File: src/rtl/lcd_spi_ctrl.sv
// rtl/lcd_spi_ctrl.sv - write-only SPI master for the ILI9341 LCD (byte/command and 16-bit pixel writes)
module lcd_spi_ctrl #(
   parameter int CLK_DIV = 1
) (
   input  logic        clk,
   input  logic        resetx,
   input  logic        load8,
   input  logic        load16,
   input  logic [15:0] in,
   output logic [15:0] out,
   output logic        DCX,
   output logic        SDO,
   output logic        SCK,
   output logic        CSX
);

   typedef enum logic [1:0] {IDLE, LOW, HIGH} state_t;

   localparam logic [7:0] DIV_RELOAD = 8'(CLK_DIV - 1);

   state_t      state, state_nxt;
   logic [7:0]  div;
   logic [4:0]  bit_cnt;
   logic [15:0] shreg;
   logic        busy;
   logic        accept16, accept8, release_cs, phase_done, last_bit;

   always_comb begin
      accept16   = 1'b0;
      accept8    = 1'b0;
      release_cs = 1'b0;
      phase_done = (div == 8'd0);
      last_bit   = (bit_cnt == 5'd1);
      state_nxt  = state;
      case (state)
         IDLE: begin
            // load16 has priority when both strobes arrive together
            accept16   = load16;
            accept8    = load8 & ~load16 & ~in[9];
            release_cs = load8 & ~load16 & in[9];
            if (accept16 || accept8)
               state_nxt = LOW;
         end
         LOW: begin
            if (phase_done)
               state_nxt = HIGH;
         end
         HIGH: begin
            if (phase_done)
               state_nxt = last_bit ? IDLE : LOW;
         end
         default: state_nxt = IDLE;
      endcase
   end

   always_ff @(posedge clk or negedge resetx) begin
      if (!resetx)
         state <= IDLE;
      else
         state <= state_nxt;
   end

   always_ff @(posedge clk or negedge resetx) begin
      if (!resetx) begin
         CSX     <= 1'b1;
         SCK     <= 1'b0;
         SDO     <= 1'b0;
         DCX     <= 1'b0;
         busy    <= 1'b0;
         bit_cnt <= 5'd0;
         div     <= 8'd0;
         shreg   <= 16'd0;
      end else begin
         case (state)
            IDLE: begin
               if (accept16) begin
                  CSX     <= 1'b0;
                  DCX     <= 1'b1;
                  shreg   <= in;
                  SDO     <= in[15];
                  bit_cnt <= 5'd16;
                  div     <= DIV_RELOAD;
                  busy    <= 1'b1;
               end else if (accept8) begin
                  CSX     <= 1'b0;
                  DCX     <= in[8];
                  shreg   <= {in[7:0], 8'h00};
                  SDO     <= in[7];
                  bit_cnt <= 5'd8;
                  div     <= DIV_RELOAD;
                  busy    <= 1'b1;
               end else if (release_cs) begin
                  CSX <= 1'b1;
               end
            end
            LOW: begin
               if (phase_done) begin
                  SCK <= 1'b1;
                  div <= DIV_RELOAD;
               end else begin
                  div <= div - 8'd1;
               end
            end
            HIGH: begin
               if (phase_done) begin
                  SCK <= 1'b0;
                  div <= DIV_RELOAD;
                  if (last_bit) begin
                     busy    <= 1'b0;
                     bit_cnt <= 5'd0;
                  end else begin
                     // next bit goes out on the falling edge so it is stable for the next rise
                     bit_cnt <= bit_cnt - 5'd1;
                     shreg   <= {shreg[14:0], 1'b0};
                     SDO     <= shreg[14];
                  end
               end else begin
                  div <= div - 8'd1;
               end
            end
            default: ;
         endcase
      end
   end

   assign out = {busy, 15'd0};

endmodule
File: config.mk
export PLATFORM = sky130hd
export DESIGN_NAME = lcd_spi_ctrl
export DESIGN_NICKNAME = d
export VERILOG_FILES = /design/src/rtl/lcd_spi_ctrl.sv
export SDC_FILE = /design/constraint.sdc
export NUM_CORES = 1
export LEC_CHECK = 0
export CAP_MARGIN = 0
export CORE_ASPECT_RATIO = 0.9
export CORE_UTILIZATION = 40
export DETAILED_ROUTE_END_ITERATION = 10
export PLACE_DENSITY = 0.67
export SLEW_MARGIN = 20
export SYNTH_ARGS = -nofsm -noshare
export SYNTH_HDL_FRONTEND = slang
export SYNTH_SLANG_ARGS = --single-unit
export TNS_END_PERCENT = 10
File: constraint.sdc
create_clock -name clk -period 2.2 [get_ports clk]
set_input_delay 0.33 -clock clk [delete_from_list [all_inputs] [get_ports clk]]
set_output_delay 0.33 -clock clk [all_outputs]
set_load 0.01 [all_outputs]
==> results of run 1 <==
## logic make-up (layout without fill, tap and decap cells)
kind of cell,Yosys count,count (layout),share of synthesized area [%]
AOI/OAI and AO/OA,54,54,16.4
xor gates and xnor gates,4,4,1.60
adders and majority gates,7,7,3.99
buffers and inverters,36,55,10.3
DFF,35,35,39.9
muxes,24,24,13.3
other,1,15,0.171
and+or+nand+nor,54,54,14.3
## registers in the layout, indices dropped and copies added, names as in the netlist
| register | count |
|---|---|
| busy | 1 |
| bit_cnt | 5 |
| DCX | 1 |
| shreg | 15 |
| state | 2 |
| SDO | 1 |
| div | 8 |
| CSX | 1 |
| SCK | 1 |
## critical path, stage by stage (launching register included)
cell and delay, ns:
dfrtp_1 0.41, inv_1 0.12, ha_1 0.28, buf_4 0.31, a31oi_1 0.24, or2_2 0.36, a21o_1 0.19
## through the flow
stage | worst slack [ns] | power [mW] | utilization (%)
3_5_place_dp | 0.143 | 2.97 | 47.4
4_1_cts | 0.190 | 3.59 | 49.6
5_1_grt | 0.112 | 3.84 | 49.7
6_report | 0.183 | 3.57 | 49.7
3_3_place_gp | 0.150 | 2.92 | 47.4
2_1_floorplan | 0.289 | 2.47 | -
## worst max path at each step
stage                                   endpoint  slack [ns]                  from  cells past startpoint
after floorplan                  SDO$_DFFE_PN0P_        0.29  state[0]$_DFFE_PN0P_                      7
after global placement    bit_cnt[2]$_DFFE_PN0P_        0.15                 load8                      6
after detailed placement  bit_cnt[2]$_DFFE_PN0P_        0.14                 load8                      6
after CTS                     div[7]$_DFFE_PN0P_        0.19  state[0]$_DFFE_PN0P_                      5
after global routing      bit_cnt[2]$_DFFE_PN0P_        0.11  state[0]$_DFFE_PN0P_                      6
final                     bit_cnt[2]$_DFFE_PN0P_        0.18  state[0]$_DFFE_PN0P_                      6
## report_power, final
group	internal, mW	leakage, nW	switching, mW
clock	0.366	0.0612	0.226
combinational	0.941	0.687	0.888
sequential	0.934	0.440	0.218
total	2.24	1.19	1.33
## per-layer routing
layer / share of wire (%) / vias to the layer above / wire, um
met5: 0 / - / 0
met4: 1.2 / 0 / 53
met3: 3.3 / 4 / 147
met2: 46 / 36 / 2060
met1: 49 / 803 / 2180
li1: - / 799 / -
## cells in the final DEF (no fill, tap or decap), drive strengths merged, types with 2 or more instances in the layout
| cell | n |
|---|---|
| a211oi | 3 |
| a21oi | 6 |
| a22o | 7 |
| a31oi | 3 |
| and2 | 3 |
| buf | 12 |
| clkbuf | 6 |
| clkdlybuf4s50 | 24 |
| conb | 15 |
| dfrtp | 34 |
| ha | 7 |
| inv | 11 |
| mux2 | 15 |
| mux2i | 9 |
| nand2 | 16 |
| nand2b | 2 |
| nand3 | 2 |
| nand4 | 2 |
| nor2 | 13 |
| nor2b | 2 |
| nor4 | 2 |
| o211ai | 3 |
| o21ai | 20 |
| o22ai | 3 |
| o31ai | 2 |
| or2 | 3 |
| or3 | 2 |
| xor2 | 4 |
## area by class of cell
cell class                      count  area [sq um]
Fill cell                         477          2640
Multi-Input combinational cell    158          1150
Tap cell                           67          83.8
Inverter                           11          41.3
Timing Repair Buffer               36           343
Clock inverter                      2          35.0
Sequential cell                    35           877
Clock buffer                        6          82.6
==> flow_metrics.tcl, run 1 <==
set metrics [dict create \
    status "complete, no violations" \
    wl_mm 4.43 \
    period_share_pct 91.7 \
    skew_ns 0.00422 \
    crit_arrival_ns 2.19 \
    first_global_vias 1549 \
    die_w_um 80.1 \
    initial_core_util_pct 41.8 \
    end_kind "register" \
    finalCriticalPeriod_ns 2.02 \
    wl_per_cell_um 14.1 \
    grt_use_met1_pct 22.4 \
    coreArea_sq_um 5260 \
    crit_required_ns 2.37 \
    grt_max_degree 36 \
    worstSkewPairLatency_ns 0.28 \
    design_area_sq_um 2610 \
    die_h_um 72.3 \
    busiest_layer "met2" \
    postSynthCellCount 215 \
    ctsHtreeMaxLevel 2 \
    vias 1642 \
    cts_buffer_depth 2 \
    cts.clk_slew.worst_paths_ns 0.07 \
    final_cells 315 \
    cts_tree "done" \
    r2r_start "state[0]$_DFFE_PN0P_" \
    r2r_cells 6 \
    drive_gt1_share_pct 19.4 \
    crit_path_max_fanout 25 \
    setup_violations 0 \
    antenna_found_initial 0 \
    hold_buffers 0 \
    ys_ff_latch 35 \
    r2r-end "bit_cnt[2]$_DFFE_PN0P_" \
    cts_made_buffers 5 \
    grt_pass1_wl_mm 7.35 \
    clock-sinks 35 \
    synthArstFlopShare_pct 100 \
    synth_cell_types 53 \
    rrSetupSlack_ns 0.18 \
    routed_via_density 5.21 \
    yosysSeqAreaShare_pct 39.9 \
    cts_setup_buffers 0 \
    finalMaxSlewViolations 0 \
    drt-initial-drc-count 68 \
    p_leak_nw 1.19 \
    syn_area_sq_um 2200 \
    max_freq_ghz 0.496 \
    crit_type "reg2reg" \
    gp_routability_congestion 0.802 \
    synth_commonest_cells "dfrtp_1 (34), o21ai_0 (20), buf_4 (18)" \
    track_usage_pct 16.6 \
    dp_hpwl_mm 3.19 \
    yosysTopAreaCellShare_pct 38.7 \
    root_buffer "clkbuf_8" \
    hold_path.class "in2async" \
    die_area_sq_um 5790 \
    power_density_nw_per_um2 1370 \
    tns_ns 0 \
    dpl_cell_area_sq_um 2490 \
    synth.most_common_cell "dfrtp_1" \
    first_pass_iters 4 \
    ys_top_cells_by_area "dfrtp_1 (39%), buf_4 (6.2%), mux2_4 (6.2%)" \
    synth_edf_count 0 \
    drc 0 \
    port_buffers 24 \
    grt.overflow.total 0 \
    cts_resized 0 \
    nets 274 \
    ant_nets 0 \
    fp-row-count 25 \
    ir_drop_mv 0.619 \
    area.growth.synth_to_final_pct 19.0 \
    yosysTopAreaCell "dfrtp_1" \
    pin_count 40 \
    yosysWarnings 0 \
    synthFlopType "dfrtp_1" \
    use_met2_pct 26.3 \
    holdWs_ns 0.462 \
    hold_viol 0 \
    met3_usage_pct 4.03 \
    dp.cells 307 \
    grt_setup_unrepaired "no" \
    cp-start-kind "register" \
    syn_area_per_cell_sq_um 10.2 \
    insertedDiodeCount 0 \
    drv_cap 0 \
]
(Power assumes the default switching activity.)
==> inputs of run 2 (changes only) <==
- CORE_UTILIZATION: 40 -> 45
- PLACE_DENSITY: 0.67 -> 0.73
==> flow_metrics.tcl, run 2 (synthesis gave the netlist of run 1 again) <==
set metrics [dict create \
    pin_count 40 \
    cts_tree "done" \
    ant_nets 0 \
    p_sw_share_pct 37.2 \
    first_pass_iters 4 \
    insertedDiodeCount 0 \
    grt_pass1_wl_mm 6.96 \
    crit_path_max_fanout 16 \
    cts_resized 0 \
    layout_common_cells "dfrtp_1 (34), clkdlybuf4s50_1 (24), o21ai_0 (20)" \
    coreArea_sq_um 4580 \
    max_freq_ghz 0.485 \
    initial_core_util_pct 48.0 \
    cts_buffer_depth 2 \
    root_buffer "clkbuf_8" \
    hold_buffers 0 \
    hold_viol 0 \
    multiInputGateArea_sq_um 1140 \
    die_area_sq_um 5160 \
    wl_per_cell_um 14.3 \
    port_buffers 24 \
    die_w_um 75.6 \
    nets 273 \
    setup_violations 0 \
    nFillCells 416 \
    intPower_mw 2.23 \
    cts_made_buffers 5 \
    status "complete, no violations" \
    final_common_cell "dfrtp_1" \
    period_share_pct 93.7 \
    drive_gt1_share_pct 18.6 \
    grt_max_degree 36 \
    cts.clk_slew.worst_paths_ns 0.07 \
    first_global_vias 1453 \
    power.switching_mw 1.32 \
    dp_hpwl_mm 3.22 \
    drt-initial-drc-count 95 \
    grt_setup_unrepaired "no" \
    grt.overflow.total 0 \
    area.growth.synth_to_final_pct 18.1 \
    largest_reg_flops 15 \
    finalCriticalPeriod_ns 2.06 \
    pwr-share-comb_pct 50.6 \
    p_leak_nw 1.18 \
    routed_via_density 5.26 \
    power_density_nw_per_um2 1370 \
    top_regs "shreg x15, div x8, bit_cnt x5" \
    cts_setup_buffers 0 \
    vias 1624 \
    tns_ns 0 \
    worstSkewPairLatency_ns 0.29 \
    track_usage_pct 18.7 \
    drc 0 \
    top_register "shreg" \
    pwr-share-seq_pct 32.5 \
    fp-row-count 23 \
    antenna_found_initial 0 \
    drv_cap 0 \
    ir_drop_mv 0.514 \
    clock-sinks 35 \
    end_kind "register" \
    finalMaxSlewViolations 0 \
    skew_ns 0.00973 \
    die_h_um 68.3 \
    ctsHtreeMaxLevel 2 \
    hold_path.class "in2async" \
    gp_routability_congestion 0.839 \
    crit_arrival_ns 2.23 \
    crit_required_ns 2.37 \
    cp-start-kind "register" \
    crit_type "reg2reg" \
    regArea_sq_um 877 \
    clockPowerShare_pct 16.9 \
    fin_util_pct 56.7 \
    wl_mm 4.41 \
]
==> run 2: cell types whose count changed in the layout (fill, tap and decap cells not counted), sizes merged <==
cell  previous run  this run
buf             12        11
==> run 2: final cells by class <==
cell class / count / share of cell area, %
clock buffers: 6 / 3.18
well taps: 62 / 2.99
flip-flops and latches: 35 / 33.8
inverters: 11 / 1.59
clock inverters: 2 / 1.35
multi-input cells: 158 / 44.1
repair buffers: 35 / 12.9
==> run 2: power by group through the flow <==
stage | combinational [mW] | sequential [mW] | clock (mW)
3_5_place_dp | 1.80 | 1.15 | 0
6_report | 1.80 | 1.15 | 0.599
5_1_grt | 1.97 | 1.18 | 0.634
2_1_floorplan | 1.36 | 1.11 | 0
4_1_cts | 1.80 | 1.15 | 0.609
3_3_place_gp | 1.76 | 1.15 | 0
==> run 2: worst paths after layout <==
path                                            from                   end  slack (ns)  cells past startpoint
worst max-delay path            state[1]$_DFFE_PN0P_  shreg[2]$_DFFE_PN0P_        0.14                      6
worst min-delay path                          resetx  state[1]$_DFFE_PN0P_        0.45                      2
worst max register to register  state[1]$_DFFE_PN0P_  shreg[2]$_DFFE_PN0P_        0.14                      6
worst min register to register       CSX$_DFFE_PN1P_       CSX$_DFFE_PN1P_        0.51                      2
max in group asynchronous                     resetx       CSX$_DFFE_PN1P_        1.40                      2
min in group clk                     CSX$_DFFE_PN1P_       CSX$_DFFE_PN1P_        0.51                      2
==> run 2: through the flow <==
step                      area (sq um)  power, mW  cells  hold slack (ns)  setup WS (ns)
final                             2590       3.55    309            0.450          0.138
after CTS                         2590       3.56    309            0.469          0.146
after detailed placement          2480       2.95    301            0.495          0.171
after global routing              2590       3.79    309            0.524         0.0580
after global placement            2480       2.90    301            0.492          0.215
after floorplan                   2250       2.47    229           0.0344          0.289
==> run 2: routing by layer <==
layer / up-vias / global-route usage, % / wire length (um)
met3: 5 / 3.53 / 180
met2: 49 / 28.3 / 1980
met5: - / 0 / 0
li1: 792 / - / -
met4: 0 / 7.64 / 59
met1: 778 / 26.1 / 2180
==> run 2: worst max-delay path, cell delays in order, from the launching register on <==
cell	delay, ns
dfrtp_1	0.42
inv_1	0.11
ha_1	0.35
or2b_2	0.38
a21oi_4	0.16
buf_12	0.18
mux2_2	0.34
